`src/rtl/core_ex_fu_ctrl_pkg.sv`:
```
// Shared constants and types for the execute-stage functional-unit controller.
// Default channel count, queue depth and the fixed channel index assignment live here.
package core_ex_fu_ctrl_pkg;

    localparam int CORE_NUM_FU    = 3;
    localparam int CORE_EXQ_DEPTH = 4;
    localparam int CORE_FU_ALU    = 0;
    localparam int CORE_FU_LSU    = 1;
    localparam int CORE_FU_MDU    = 2;
    localparam int CORE_FU_MAX    = 8;

    typedef enum logic {
        ST_RUN   = 1'b0,
        ST_FLUSH = 1'b1
    } flush_state_e;

    // Channel selects are zero-extended to CORE_FU_MAX bits before this check.
    function automatic logic is_onehot(input logic [CORE_FU_MAX-1:0] v);
        return (v != '0) && ((v & (v - 1'b1)) == '0);
    endfunction

endpackage

```
`src/rtl/core_ex_fu_ctrl_if.sv`:
```
// Bundle of per-channel handshake, result and redirect signals between the
// controller (master) and the functional units (slave).
interface core_ex_fu_ctrl_if #(
    parameter int NUM_FU = 3,
    parameter int XLEN   = 32,
    parameter int PC_W   = 32
);
    logic [NUM_FU-1:0]      fu_valid;
    logic [NUM_FU-1:0]      fu_ready;
    logic [NUM_FU-1:0]      fu_done;
    logic [NUM_FU-1:0]      fu_ack;
    logic [NUM_FU*XLEN-1:0] fu_result;
    logic [NUM_FU-1:0]      fu_redirect;
    logic [NUM_FU*PC_W-1:0] fu_redirect_pc;
    logic                   fu_kill;

    modport master (
        output fu_valid, fu_ack, fu_kill,
        input  fu_ready, fu_done, fu_result, fu_redirect, fu_redirect_pc
    );

    modport slave (
        input  fu_valid, fu_ack, fu_kill,
        output fu_ready, fu_done, fu_result, fu_redirect, fu_redirect_pc
    );
endinterface

```
`src/rtl/core_ex_fu_ctrl_tag_fifo.sv`:
```
// Circular in-flight tag queue with push, pop and clear; exposes the head entry
// plus every slot and its occupancy so the owner can run hazard compares.
module core_ex_tag_fifo #(
    parameter int W     = 8,
    parameter int DEPTH = 4
) (
    input  logic                       clk,
    input  logic                       rst_n,
    input  logic                       i_push,
    input  logic                       i_pop,
    input  logic                       i_clr,
    input  logic [W-1:0]               i_data,
    output logic                       o_full,
    output logic                       o_empty,
    output logic [W-1:0]               o_head,
    output logic [$clog2(DEPTH)-1:0]   o_head_ptr,
    output logic [DEPTH-1:0]           o_slot_valid,
    output logic [DEPTH*W-1:0]         o_entries
);
    localparam int PTR_W = $clog2(DEPTH);
    localparam int CNT_W = PTR_W + 1;

    logic [W-1:0]     r_mem [DEPTH];
    logic [PTR_W-1:0] r_head;
    logic [PTR_W-1:0] r_tail;
    logic [CNT_W-1:0] r_count;

    // Clearing parks head on tail so any stale slot contents stay invisible.
    always_ff @(posedge clk or negedge rst_n) begin
        if (!rst_n) begin
            r_head  <= '0;
            r_tail  <= '0;
            r_count <= '0;
        end else if (i_clr) begin
            r_head  <= r_tail;
            r_count <= '0;
        end else begin
            if (i_push) r_tail <= r_tail + PTR_W'(1);
            if (i_pop)  r_head <= r_head + PTR_W'(1);
            case ({i_push, i_pop})
                2'b10:   r_count <= r_count + CNT_W'(1);
                2'b01:   r_count <= r_count - CNT_W'(1);
                default: r_count <= r_count;
            endcase
        end
    end

    always_ff @(posedge clk) begin
        if (i_push && !i_clr) r_mem[r_tail] <= i_data;
    end

    assign o_full     = (r_count == CNT_W'(DEPTH));
    assign o_empty    = (r_count == '0);
    assign o_head     = r_mem[r_head];
    assign o_head_ptr = r_head;

    genvar gi;
    generate
        for (gi = 0; gi < DEPTH; gi++) begin : g_slot
            logic [PTR_W-1:0] w_off;
            assign w_off                 = PTR_W'(gi) - r_head;
            assign o_slot_valid[gi]      = ({1'b0, w_off} < r_count);
            assign o_entries[gi*W +: W]  = r_mem[gi];
        end
    endgenerate

endmodule

```
`src/rtl/core_ex_fu_ctrl.sv`:
```
// Execute-stage controller: dispatches decoded ops to one of NUM_FU channels,
// retires them in program order to writeback, and handles redirect flushes.
module core_ex_fu_ctrl
    import core_ex_fu_ctrl_pkg::*;
#(
    parameter int NUM_FU  = CORE_NUM_FU,
    parameter int DEPTH   = CORE_EXQ_DEPTH,
    parameter int XLEN    = 32,
    parameter int RFIDX_W = 5,
    parameter int PC_W    = 32
) (
    input  logic               clk,
    input  logic               rst_n,
    input  logic               valid_in,
    output logic               ready_in,
    input  logic [NUM_FU-1:0]  i_fu_sel,
    input  logic               i_rd_wen,
    input  logic [RFIDX_W-1:0] i_rd_idx,
    input  logic [RFIDX_W-1:0] i_rs1_idx,
    input  logic [RFIDX_W-1:0] i_rs2_idx,
    core_ex_fu_ctrl_if.master  fu_bus,
    output logic               wb_en,
    output logic [RFIDX_W-1:0] wb_idx,
    output logic [XLEN-1:0]    wb_data,
    output logic               cmt_pipeline_flush_req,
    output logic [PC_W-1:0]    cmt_flush_pc,
    output logic               raw_hazard,
    output logic               rd_wen_ex_forward,
    output logic [RFIDX_W-1:0] rd_idx_ex_forward,
    output logic [XLEN-1:0]    rd_dat_ex_forward,
    output logic               exu_busy
);
    localparam int PTR_W = $clog2(DEPTH);
    localparam int ENT_W = NUM_FU + 1 + RFIDX_W;

    flush_state_e         r_state;
    flush_state_e         w_state_next;
    logic                 w_flush_cycle;
    logic [PC_W-1:0]      r_flush_pc;

    logic                 w_full;
    logic                 w_empty;
    logic [ENT_W-1:0]     w_head;
    logic [PTR_W-1:0]     w_head_ptr;
    logic [DEPTH-1:0]     w_slot_valid;
    logic [DEPTH*ENT_W-1:0] w_entries;

    logic [CORE_FU_MAX-1:0] w_sel_ext;
    logic                 w_sel_ok;
    logic                 w_push;
    logic                 w_pop;
    logic                 w_redirect;
    logic [NUM_FU-1:0]    w_head_fu;
    logic                 w_head_wen;
    logic [RFIDX_W-1:0]   w_head_rd;
    logic [XLEN-1:0]      w_head_data;
    logic [PC_W-1:0]      w_head_pc;
    logic [DEPTH-1:0]     w_slot_hit;

    always_comb begin
        w_sel_ext               = '0;
        w_sel_ext[NUM_FU-1:0]   = i_fu_sel;
    end
    assign w_sel_ok = is_onehot(w_sel_ext);

    assign ready_in        = ~w_full & ~w_flush_cycle & w_sel_ok & (|(i_fu_sel & fu_bus.fu_ready));
    assign fu_bus.fu_valid = i_fu_sel & {NUM_FU{valid_in & ~w_full & ~w_flush_cycle}};
    assign w_push          = valid_in & ready_in;

    assign w_head_fu  = w_head[ENT_W-1 -: NUM_FU];
    assign w_head_wen = w_head[RFIDX_W];
    assign w_head_rd  = w_head[RFIDX_W-1:0];

    // The head is one-hot, so OR-ing masked channel buses acts as a mux.
    always_comb begin
        w_head_data = '0;
        w_head_pc   = '0;
        for (int k = 0; k < NUM_FU; k++) begin
            if (w_head_fu[k]) begin
                w_head_data = w_head_data | fu_bus.fu_result[k*XLEN +: XLEN];
                w_head_pc   = w_head_pc   | fu_bus.fu_redirect_pc[k*PC_W +: PC_W];
            end
        end
    end

    assign w_pop         = ~w_empty & ~w_flush_cycle & (|(w_head_fu & fu_bus.fu_done));
    assign w_redirect    = w_pop & (|(w_head_fu & fu_bus.fu_redirect));
    assign fu_bus.fu_ack = w_head_fu & {NUM_FU{w_pop}};

    assign wb_en   = w_pop & w_head_wen & (w_head_rd != '0);
    assign wb_idx  = w_pop ? w_head_rd   : '0;
    assign wb_data = w_pop ? w_head_data : '0;

    assign rd_wen_ex_forward = wb_en;
    assign rd_idx_ex_forward = wb_idx;
    assign rd_dat_ex_forward = wb_data;

    core_ex_tag_fifo #(
        .W     (ENT_W),
        .DEPTH (DEPTH)
    ) u_tag_fifo (
        .clk          (clk),
        .rst_n        (rst_n),
        .i_push       (w_push),
        .i_pop        (w_pop),
        .i_clr        (w_flush_cycle),
        .i_data       ({i_fu_sel, i_rd_wen, i_rd_idx}),
        .o_full       (w_full),
        .o_empty      (w_empty),
        .o_head       (w_head),
        .o_head_ptr   (w_head_ptr),
        .o_slot_valid (w_slot_valid),
        .o_entries    (w_entries)
    );

    // The slot retiring this cycle is served by the forward path instead.
    genvar gi;
    generate
        for (gi = 0; gi < DEPTH; gi++) begin : g_haz
            logic [ENT_W-1:0] w_ent;
            logic             w_retiring;
            assign w_ent      = w_entries[gi*ENT_W +: ENT_W];
            assign w_retiring = w_pop & (w_head_ptr == PTR_W'(gi));
            assign w_slot_hit[gi] = w_slot_valid[gi] & ~w_retiring & w_ent[RFIDX_W]
                                  & (w_ent[RFIDX_W-1:0] != '0)
                                  & ((w_ent[RFIDX_W-1:0] == i_rs1_idx) |
                                     (w_ent[RFIDX_W-1:0] == i_rs2_idx));
        end
    endgenerate
    assign raw_hazard = |w_slot_hit;

    always_ff @(posedge clk or negedge rst_n) begin
        if (!rst_n) begin
            r_state    <= ST_RUN;
            r_flush_pc <= '0;
        end else begin
            r_state <= w_state_next;
            if (w_redirect) r_flush_pc <= w_head_pc;
        end
    end

    always_comb begin
        w_state_next  = r_state;
        w_flush_cycle = 1'b0;
        case (r_state)
            ST_RUN: begin
                if (w_redirect) w_state_next = ST_FLUSH;
            end
            ST_FLUSH: begin
                w_flush_cycle = 1'b1;
                w_state_next  = ST_RUN;
            end
            default: w_state_next = ST_RUN;
        endcase
    end

    assign fu_bus.fu_kill         = w_flush_cycle;
    assign cmt_pipeline_flush_req = w_flush_cycle;
    assign cmt_flush_pc           = r_flush_pc;
    assign exu_busy               = ~w_empty;

endmodule

```
`src/flat_wrapper.sv`:
```
// flat-port wrapper written by rule: the top's interface ports become plain ports
module core_ex_fu_ctrl_flat import core_ex_fu_ctrl_pkg::*;
#(
    parameter int NUM_FU  = CORE_NUM_FU,
    parameter int DEPTH   = CORE_EXQ_DEPTH,
    parameter int XLEN    = 32,
    parameter int RFIDX_W = 5,
    parameter int PC_W    = 32
)
  (clk, rst_n, valid_in, ready_in, i_fu_sel, i_rd_wen, i_rd_idx, i_rs1_idx, i_rs2_idx, wb_en, wb_idx, wb_data, cmt_pipeline_flush_req, cmt_flush_pc, raw_hazard, rd_wen_ex_forward, rd_idx_ex_forward, rd_dat_ex_forward, exu_busy, fu_bus_fu_valid, fu_bus_fu_ack, fu_bus_fu_kill, fu_bus_fu_ready, fu_bus_fu_done, fu_bus_fu_result, fu_bus_fu_redirect, fu_bus_fu_redirect_pc);
  core_ex_fu_ctrl_if #(.NUM_FU(NUM_FU), .XLEN(XLEN), .PC_W(PC_W)) fu_bus_i ();
  input  logic clk;
  input  logic rst_n;
  input  logic valid_in;
  output logic ready_in;
  input  logic [NUM_FU-1:0] i_fu_sel;
  input  logic i_rd_wen;
  input  logic [RFIDX_W-1:0] i_rd_idx;
  input  logic [RFIDX_W-1:0] i_rs1_idx;
  input  logic [RFIDX_W-1:0] i_rs2_idx;
  output logic wb_en;
  output logic [RFIDX_W-1:0] wb_idx;
  output logic [XLEN-1:0] wb_data;
  output logic cmt_pipeline_flush_req;
  output logic [PC_W-1:0] cmt_flush_pc;
  output logic raw_hazard;
  output logic rd_wen_ex_forward;
  output logic [RFIDX_W-1:0] rd_idx_ex_forward;
  output logic [XLEN-1:0] rd_dat_ex_forward;
  output logic exu_busy;
  output wire logic [$bits(fu_bus_i.fu_valid)-1:0] fu_bus_fu_valid;
  output wire logic [$bits(fu_bus_i.fu_ack)-1:0] fu_bus_fu_ack;
  output wire logic [$bits(fu_bus_i.fu_kill)-1:0] fu_bus_fu_kill;
  input wire logic [$bits(fu_bus_i.fu_ready)-1:0] fu_bus_fu_ready;
  input wire logic [$bits(fu_bus_i.fu_done)-1:0] fu_bus_fu_done;
  input wire logic [$bits(fu_bus_i.fu_result)-1:0] fu_bus_fu_result;
  input wire logic [$bits(fu_bus_i.fu_redirect)-1:0] fu_bus_fu_redirect;
  input wire logic [$bits(fu_bus_i.fu_redirect_pc)-1:0] fu_bus_fu_redirect_pc;
  assign fu_bus_fu_valid = fu_bus_i.fu_valid;
  assign fu_bus_fu_ack = fu_bus_i.fu_ack;
  assign fu_bus_fu_kill = fu_bus_i.fu_kill;
  assign fu_bus_i.fu_ready = fu_bus_fu_ready;
  assign fu_bus_i.fu_done = fu_bus_fu_done;
  assign fu_bus_i.fu_result = fu_bus_fu_result;
  assign fu_bus_i.fu_redirect = fu_bus_fu_redirect;
  assign fu_bus_i.fu_redirect_pc = fu_bus_fu_redirect_pc;
  core_ex_fu_ctrl #(.NUM_FU(NUM_FU), .DEPTH(DEPTH), .XLEN(XLEN), .RFIDX_W(RFIDX_W), .PC_W(PC_W)) u_core (.clk(clk), .rst_n(rst_n), .valid_in(valid_in), .ready_in(ready_in), .i_fu_sel(i_fu_sel), .i_rd_wen(i_rd_wen), .i_rd_idx(i_rd_idx), .i_rs1_idx(i_rs1_idx), .i_rs2_idx(i_rs2_idx), .fu_bus(fu_bus_i), .wb_en(wb_en), .wb_idx(wb_idx), .wb_data(wb_data), .cmt_pipeline_flush_req(cmt_pipeline_flush_req), .cmt_flush_pc(cmt_flush_pc), .raw_hazard(raw_hazard), .rd_wen_ex_forward(rd_wen_ex_forward), .rd_idx_ex_forward(rd_idx_ex_forward), .rd_dat_ex_forward(rd_dat_ex_forward), .exu_busy(exu_busy));
endmodule
```
`config.mk`:
```
export PLATFORM = sky130hd
export DESIGN_NAME = core_ex_fu_ctrl_flat
export DESIGN_NICKNAME = d
export VERILOG_FILES = /design/src/rtl/core_ex_fu_ctrl_pkg.sv /design/src/rtl/core_ex_fu_ctrl_if.sv /design/src/rtl/core_ex_fu_ctrl_tag_fifo.sv /design/src/rtl/core_ex_fu_ctrl.sv /design/src/flat_wrapper.sv
export SDC_FILE = /design/constraint.sdc
export NUM_CORES = 1
export LEC_CHECK = 0
export BUFFER_PORTS_ARGS = -buffer_cell sky130_fd_sc_hd__buf_4
export CORE_MARGIN = 2
export CORE_UTILIZATION = 30
export CTS_BUF_LIST = sky130_fd_sc_hd__clkbuf_8
export CTS_CLUSTER_DIAMETER = 200
export DETAILED_ROUTE_END_ITERATION = 8
export PLACE_DENSITY = 0.63
export SLEW_MARGIN = 0
export SYNTH_ARGS = -nofsm -noshare
export SYNTH_HDL_FRONTEND = slang
export SYNTH_SLANG_ARGS = --single-unit
```
`constraint.sdc`:
```
create_clock -name clk -period 3.5 [get_ports clk]
set_input_delay 0.875 -clock clk [delete_from_list [all_inputs] [get_ports clk]]
set_output_delay 0.875 -clock clk [all_outputs]
set_load 0.03 [all_outputs]
```
# Yosys cells after proc, flatten, opt, wreduce, memory -nomap -nowiden
# Memories as Yosys holds them, arrays and structs flattened.
# Index checks and enable logic that the tools add are counted.
# word_totals
register_bits	40
mem_bits_rw	36
inputBits	223
output_inout_bits	119
elab_cells	122
mem_count	1
# op_classes
addsub	9
order_cmp	4
eq_ne	14
mux	17
bitwise_logic	53
reduce_logical	19
# mem_list
name	depth	word_bits	read_ports	rd_clocked_by_memory_dff	wr	line	rtl
u_core.u_tag_fifo.r_mem	4	9	5	0	1	core_ex_fu_ctrl_tag_fifo.sv:23	logic [W-1:0] r_mem [DEPTH];
# op_table
op	n
$mux W32	7
$or A32 B32 Y32	4
$eq A5 B5 Y1	8
$and A1 B1 Y1	31
$reduce_bool A5 Y1	5
$and A3 B3 Y3	5
$lt A2 B3 Y1	4
$reduce_or A3 Y1	3
$and A3 B8 Y8	1
$logic_not A8 Y1	1
$not A1 Y1	8
$reduce_bool A8 Y1	1
$eq A2 B2 Y1 const B	3
$pmux W3 S2	1
$mux W5	1
$add A2 B1 Y2 const B	2
$eq A2 B1 Y1 const B	2
$mux W1	4
$mux W2	2
$or A1 B1 Y1	4
$reduce_or A4 Y1	1
$sub A1 B2 Y2 const A	2
$sub A2 B2 Y2 const A	2
$sub A3 B1 Y4 const B	1
other kinds (12)	13

# Depth between registers and ports, before layout
# depth
depth_word	11
depth_mapped	10

# By module
# Synthesis repeated with hierarchy kept, for this count alone.
# hier_totals
hier_cells	477
hier_area_um2	4933.5
# by_module_without_submodules
mod	instances	cells_per_inst	area_per_inst_um2	seq_area_each_um2
core_ex_fu_ctrl	1	367	3035.4	825.8
core_ex_tag_fifo	1	110	1898.1	1256.2

# Worst setup path after synthesis
# Ideal clock, no wire load.
# synth_path
path_kind	register to output
from	register u_core.u_tag_fifo.r_head[0], in the netlist u_core.u_tag_fifo.o_head_ptr[0]
to	output port wb_data[1]
t_arrival_ns	2.425
slack_ns	0.200
path_stages_with_launch	10
path_buffers	5
path_cell_list	dfrtp_1 > buf_2 > buf_2 > nor2_1 > a21oi_1 > clkbuf_1 > buf_1 > a222oi_1 > nor2_1 > buf_4
# synth_between
elab_chain_cells	7
word_cells_on_any_way	10
classes_between	mux: 4; bitwise: 4; reduce/logical: 1; memory: 1
# synth_lines
element	line	rtl
start, declared	core_ex_fu_ctrl_tag_fifo.sv:24	logic [PTR_W-1:0] r_head;
start signal, assigned	core_ex_fu_ctrl_tag_fifo.sv:35	r_head <= r_tail;
start signal, assigned	core_ex_fu_ctrl_tag_fifo.sv:39	if (i_pop) r_head <= r_head + PTR_W'(1);
$mem_v2 Z4 W9 (*)	n/a	
$mux W32	core_ex_fu_ctrl.sv:79	if (w_head_fu[k]) begin
$or A32 B32 Y32	core_ex_fu_ctrl.sv:80	w_head_data = w_head_data | fu_bus.fu_result[k*XLEN +: XLEN];
$mux W32	core_ex_fu_ctrl.sv:79	
$or A32 B32 Y32	core_ex_fu_ctrl.sv:80	
$mux W32	core_ex_fu_ctrl.sv:79	
$mux W32 (*)	core_ex_fu_ctrl.sv:92	assign wb_data = w_pop ? w_head_data : '0;
end, declared	flat_wrapper.sv:23	output logic [XLEN-1:0] wb_data;
# Mark *: on every way between the ends. The rest lies on a longest branch, timed or not.

# Worst setup path after layout
# layout_path
from	register u_core.u_tag_fifo.r_head[1], in the netlist u_core.u_tag_fifo.o_head_ptr[1]
to	output port raw_hazard
# layout_between
elab_chain_cells	11
word_cells_on_any_way	41
classes_between	add/sub: 4; order compare: 4; eq/ne: 3; bitwise: 26; reduce/logical: 3; memory: 1
# layout_lines
element	line	rtl
$mem_v2 Z4 W9	n/a	
$and A3 B3 Y3	core_ex_fu_ctrl.sv:86	assign w_pop = ~w_empty & ~w_flush_cycle & (|(w_head_fu & fu_bus.fu_done));
$reduce_or A3 Y1	core_ex_fu_ctrl.sv:86	
$and A1 B1 Y1	core_ex_fu_ctrl.sv:86	
$and A1 B1 Y1	core_ex_fu_ctrl.sv:123	assign w_retiring = w_pop & (w_head_ptr == PTR_W'(gi));
$not A1 Y1	core_ex_fu_ctrl.sv:124	assign w_slot_hit[gi] = w_slot_valid[gi] & ~w_retiring & w_ent[RFIDX_W]
$and A1 B1 Y1 (2 in series)	core_ex_fu_ctrl.sv:124	
$and A1 B1 Y1	core_ex_fu_ctrl.sv:125	& (w_ent[RFIDX_W-1:0] != '0)
$and A1 B1 Y1	core_ex_fu_ctrl.sv:126	& ((w_ent[RFIDX_W-1:0] == i_rs1_idx) |
$reduce_or A4 Y1 (*)	core_ex_fu_ctrl.sv:130	assign raw_hazard = |w_slot_hit;
end, declared	flat_wrapper.sv:26	output logic raw_hazard;
# Marked as above.

==> results.tsv <==
stage	metric	value	unit
floorplan	floorplan die height	135	µm
cells_and_area	Inserted Diodes	0	
yosys	number of register bits inferred by synthesis	76	
timing	transition at the pin with the smallest max-transition slack	524	ps
timing	number of endpoints failing setup at the final stage	0	
timing	Slew headroom	0.650	
cells_and_area	area growth from synthesis to layout	54.4	%
global_routing	remaining global-route overflow	0	
yosys	Synth Net Count	728	
yosys	Primary FF master, synth	sky130_fd_sc_hd__dfrtp_1	
floorplan	die width	135	µm
yosys	EDFF count, synth	36	
power	share of total power consumed by net switching	0.533	
cells_and_area	# nets final	1008	
yosys	leading cell types by count after synthesis	65 x sky130_fd_sc_hd__a222oi_1, 40 x sky130_fd_sc_hd__dfrtp_1, 40 x sky130_fd_sc_hd__nor2_1	
timing	total negative slack for setup checks	0	ps
cells_and_area	final-layout fill cell count	1556	
timing	final number of hold-violating endpoints	0	
global_routing	global routing met1 resource utilization	0.264	
power	leakage component of the power	3.53	nW
floorplan	Starting Density	0.307	
global_routing	met2 routing resource usage after global routing	0.367	
yosys	most frequent cell after synthesis	sky130_fd_sc_hd__a222oi_1	
power	internal power component	3.60	mW
yosys	Synth cell types	40	
timing	Tmin final	3450	ps
detailed_routing	Detailed Route Iter0 Violations	599	
power	worst voltage drop across the vdd grid	0.000554	V
floorplan	I/O pin count	342	
critical_path	required time at the worst-slack endpoint	2620	ps
power	Total Power	7.71	mW
clocking	maximum level of the CTS H-tree	3	
global_routing	number of global-route vias before repair	5414	
detailed_routing	routed wire length	20800	µm
clocking	CTS sink count	76	
global_routing	maximum number of pins on one net before global-route repair	66	
global_routing	first-pass GRT wire length	30400	µm
critical_path	Setup crit end kind	output pin	
clocking	clock input transition at the sequential cells of the worst setup and hold paths	90	ps
detailed_routing	remaining antenna violation count after routing	0	
floorplan	overall die area	18100	µm²
cells_and_area	Layout Cells excl Fill	996	
placement	detailed placer's ending HPWL	16700	µm
job	maximum capacitance violations	0	
cells_and_area	ratio of cells with drive above 1 in the final layout	0.518	
clocking	total CTS buffers	9	
power	power density over the cells	977	nW/µm²
detailed_routing	final routed DRC violation total	2	
power	Gate power share	0.736	
power	sequential share of power	0.181	
critical_path	largest driver fanout on the critical path	5	
detailed_routing	drt first pass iters	9	
clocking	clock latency on the worst-skew pair	360	ps
placement	placed instance count	979	
detailed_routing	Routed wire per std cell	20.9	µm
timing	clock skew	17.3	ps
yosys	number of cells produced by synthesis	491	
detailed_routing	vias after detailed routing	5398	
cells_and_area	post-route standard cell area excluding fillers	7890	µm²
placement	routability congestion estimate from global placement	0.907	
cells_and_area	Post-Route Utilization	0.474	
min_path	kind of path behind the tightest hold check	primary input to asynchronous set/reset pin	
power	part of the total power dissipated in the clock network	0.084	
power	total net switching power	4.11	mW
timing	Slew Limit Fails	0	
floorplan	area of the core	16600	µm²
yosys	post-synthesis area per instance	10.4	µm²
yosys	proportion of synthesized flip-flops having asynchronous set or reset	0.526	
yosys	sequential fraction of the synthesis area	0.407	
floorplan	number of standard-cell rows in the floorplan	47	
timing	highest attainable clock frequency	0.290	GHz
timing	unrepaired setup endpoints after global routing	yes	
yosys	synth top area cells	sky130_fd_sc_hd__edfxtp_1 21%, sky130_fd_sc_hd__dfrtp_1 20%, sky130_fd_sc_hd__a222oi_1 13%	
placement	Port Buffers	341	
outcome	result of the run	complete, but fails checks	
yosys	synthesized area	5110	µm²
clocking	clock tree from TritonCTS	built	
clocking	buffers from clock root to sink, at most	2	
outcome	failing checks	DRC	
placement	dpl cell area	7630	µm²
global_routing	aggregate global-route resource usage	0.218	
clocking	root cell of the clock tree	sky130_fd_sc_hd__clkbuf_8	
global_routing	antenna violations before repair	0	
detailed_routing	Vias per Instance	5.42	
clocking	hold-fix buffer count after cts	0	
critical_path	type of element launching the critical path	flop	
global_routing	Most Used Layer, Global Route	met2	
critical_path	arrival time of data at the critical path endpoint	2580	ps
critical_path	slack of the worst reg-to-reg path	390	ps
critical_path	startpoint-to-endpoint class of the critical path	flop to output pin	
yosys	cell accounting for the most synthesized area	sky130_fd_sc_hd__edfxtp_1	
yosys	area share of the leading cell type in the synthesized netlist	0.212	
yosys	synth warn	0	
global_routing	met3 track demand over resource	0.0863	
timing	share of the cycle needed by the critical path after routing	0.987	
## cell type report
cell class | instances | area (µm²) | share of cell area
multi-input cells | 320 | 2560 | 0.324
clock inverters | 7 | 66.3 | 0.00840
well taps | 220 | 275 | 0.0349
repair buffers | 357 | 2760 | 0.349
inverters | 7 | 26.3 | 0.00333
flip-flops and latches | 76 | 2080 | 0.264
clock buffers | 9 | 124 | 0.0157
## worst paths after layout
kind                                                 start                               to  depth (start not counted)
setup / recovery           u_core.u_tag_fifo.o_head_ptr[1]                       raw_hazard                          9
hold / removal                                       rst_n          u_core.cmt_flush_pc[23]                          1
setup reg to reg           u_core.u_tag_fifo.o_head_ptr[1]     u_core.u_tag_fifo.r_count[2]                         11
hold reg to reg                     u_core.cmt_flush_pc[2]           u_core.cmt_flush_pc[2]                          2
max in group asynchronous                            rst_n  u_core.u_tag_fifo.o_head_ptr[1]                          1
min in group clk                    u_core.cmt_flush_pc[2]           u_core.cmt_flush_pc[2]                          2
## power groups by stage
stage | sequential, mW | clock, mW | combinational [mW]
2_1_floorplan | 1.72 | 0 | 3.39
3_3_place_gp | 1.40 | 0 | 5.53
3_5_place_dp | 1.41 | 0 | 5.59
4_1_cts | 1.39 | 0.670 | 5.65
5_1_grt | 1.43 | 0.712 | 6.06
6_report | 1.39 | 0.646 | 5.67
## worst max-delay path, cell delays in order (launching register included)
cell	delay, ps
sky130_fd_sc_hd__dfrtp_2	400
sky130_fd_sc_hd__buf_12	120
sky130_fd_sc_hd__mux2_2	340
sky130_fd_sc_hd__and3_1	210
sky130_fd_sc_hd__o41ai_4	440
sky130_fd_sc_hd__buf_4	200
sky130_fd_sc_hd__inv_2	60
sky130_fd_sc_hd__a41oi_1	160
sky130_fd_sc_hd__or3_1	150
sky130_fd_sc_hd__buf_6	140
## routing by layer
layer  vias to the layer above  share of wire
li1                       2473              -
met5                         -              0
met1                      2619           0.39
met2                       292           0.49
met4                         0          0.011
met3                        14           0.11
## state kept, by name, summed over array words and instances (netlist names)
name and cells:
u_core.cmt_flush_pc 32, u_core.u_tag_fifo.r_tail 2, u_core.u_tag_fifo.r_count 3, u_core.r_state 1, u_core.u_tag_fifo.r_mem 36, u_core.u_tag_fifo.o_head_ptr 2
## per-stage QoR
step,setup WS [ps],hold WS [ps]
floorplan,200,516
finish,46.8,487
global route,-53.6,516
CTS,8.39,496
detailed placement,236,502
global placement,299,496
## repair_timing
action                     4_1_cts  5_1_grt
resized for setup                2       16
setup buffers                    1        0
setup endpoints to repair        5       13
## cell families after synthesis
group | count (synthesis) | synth area share
compound gates | 157 | 0.245
xor+xnor | 44 | 0.0754
mux | 13 | 0.0433
flops | 76 | 0.407
simple gates | 92 | 0.0891
buf+inv | 95 | 0.104
fa+ha+maj | 14 | 0.0357
## cells in the final DEF, fill, tap and decap left out, types with 8 or more instances in the layout
master,netlist,routed
sky130_fd_sc_hd__ha_1,13,12
sky130_fd_sc_hd__buf_4,39,348
sky130_fd_sc_hd__o21ai_0,38,37
sky130_fd_sc_hd__nand3_1,8,8
sky130_fd_sc_hd__clkbuf_8,0,9
sky130_fd_sc_hd__nor3_1,8,8
sky130_fd_sc_hd__a222oi_1,65,65
sky130_fd_sc_hd__xnor2_1,27,27
sky130_fd_sc_hd__dfrtp_1,40,38
sky130_fd_sc_hd__edfxtp_1,36,36
sky130_fd_sc_hd__o31ai_1,33,33
sky130_fd_sc_hd__nor2_1,40,33
sky130_fd_sc_hd__xor2_1,17,17
sky130_fd_sc_hd__and3_1,9,9
Power figures use the tool's default switching activity.
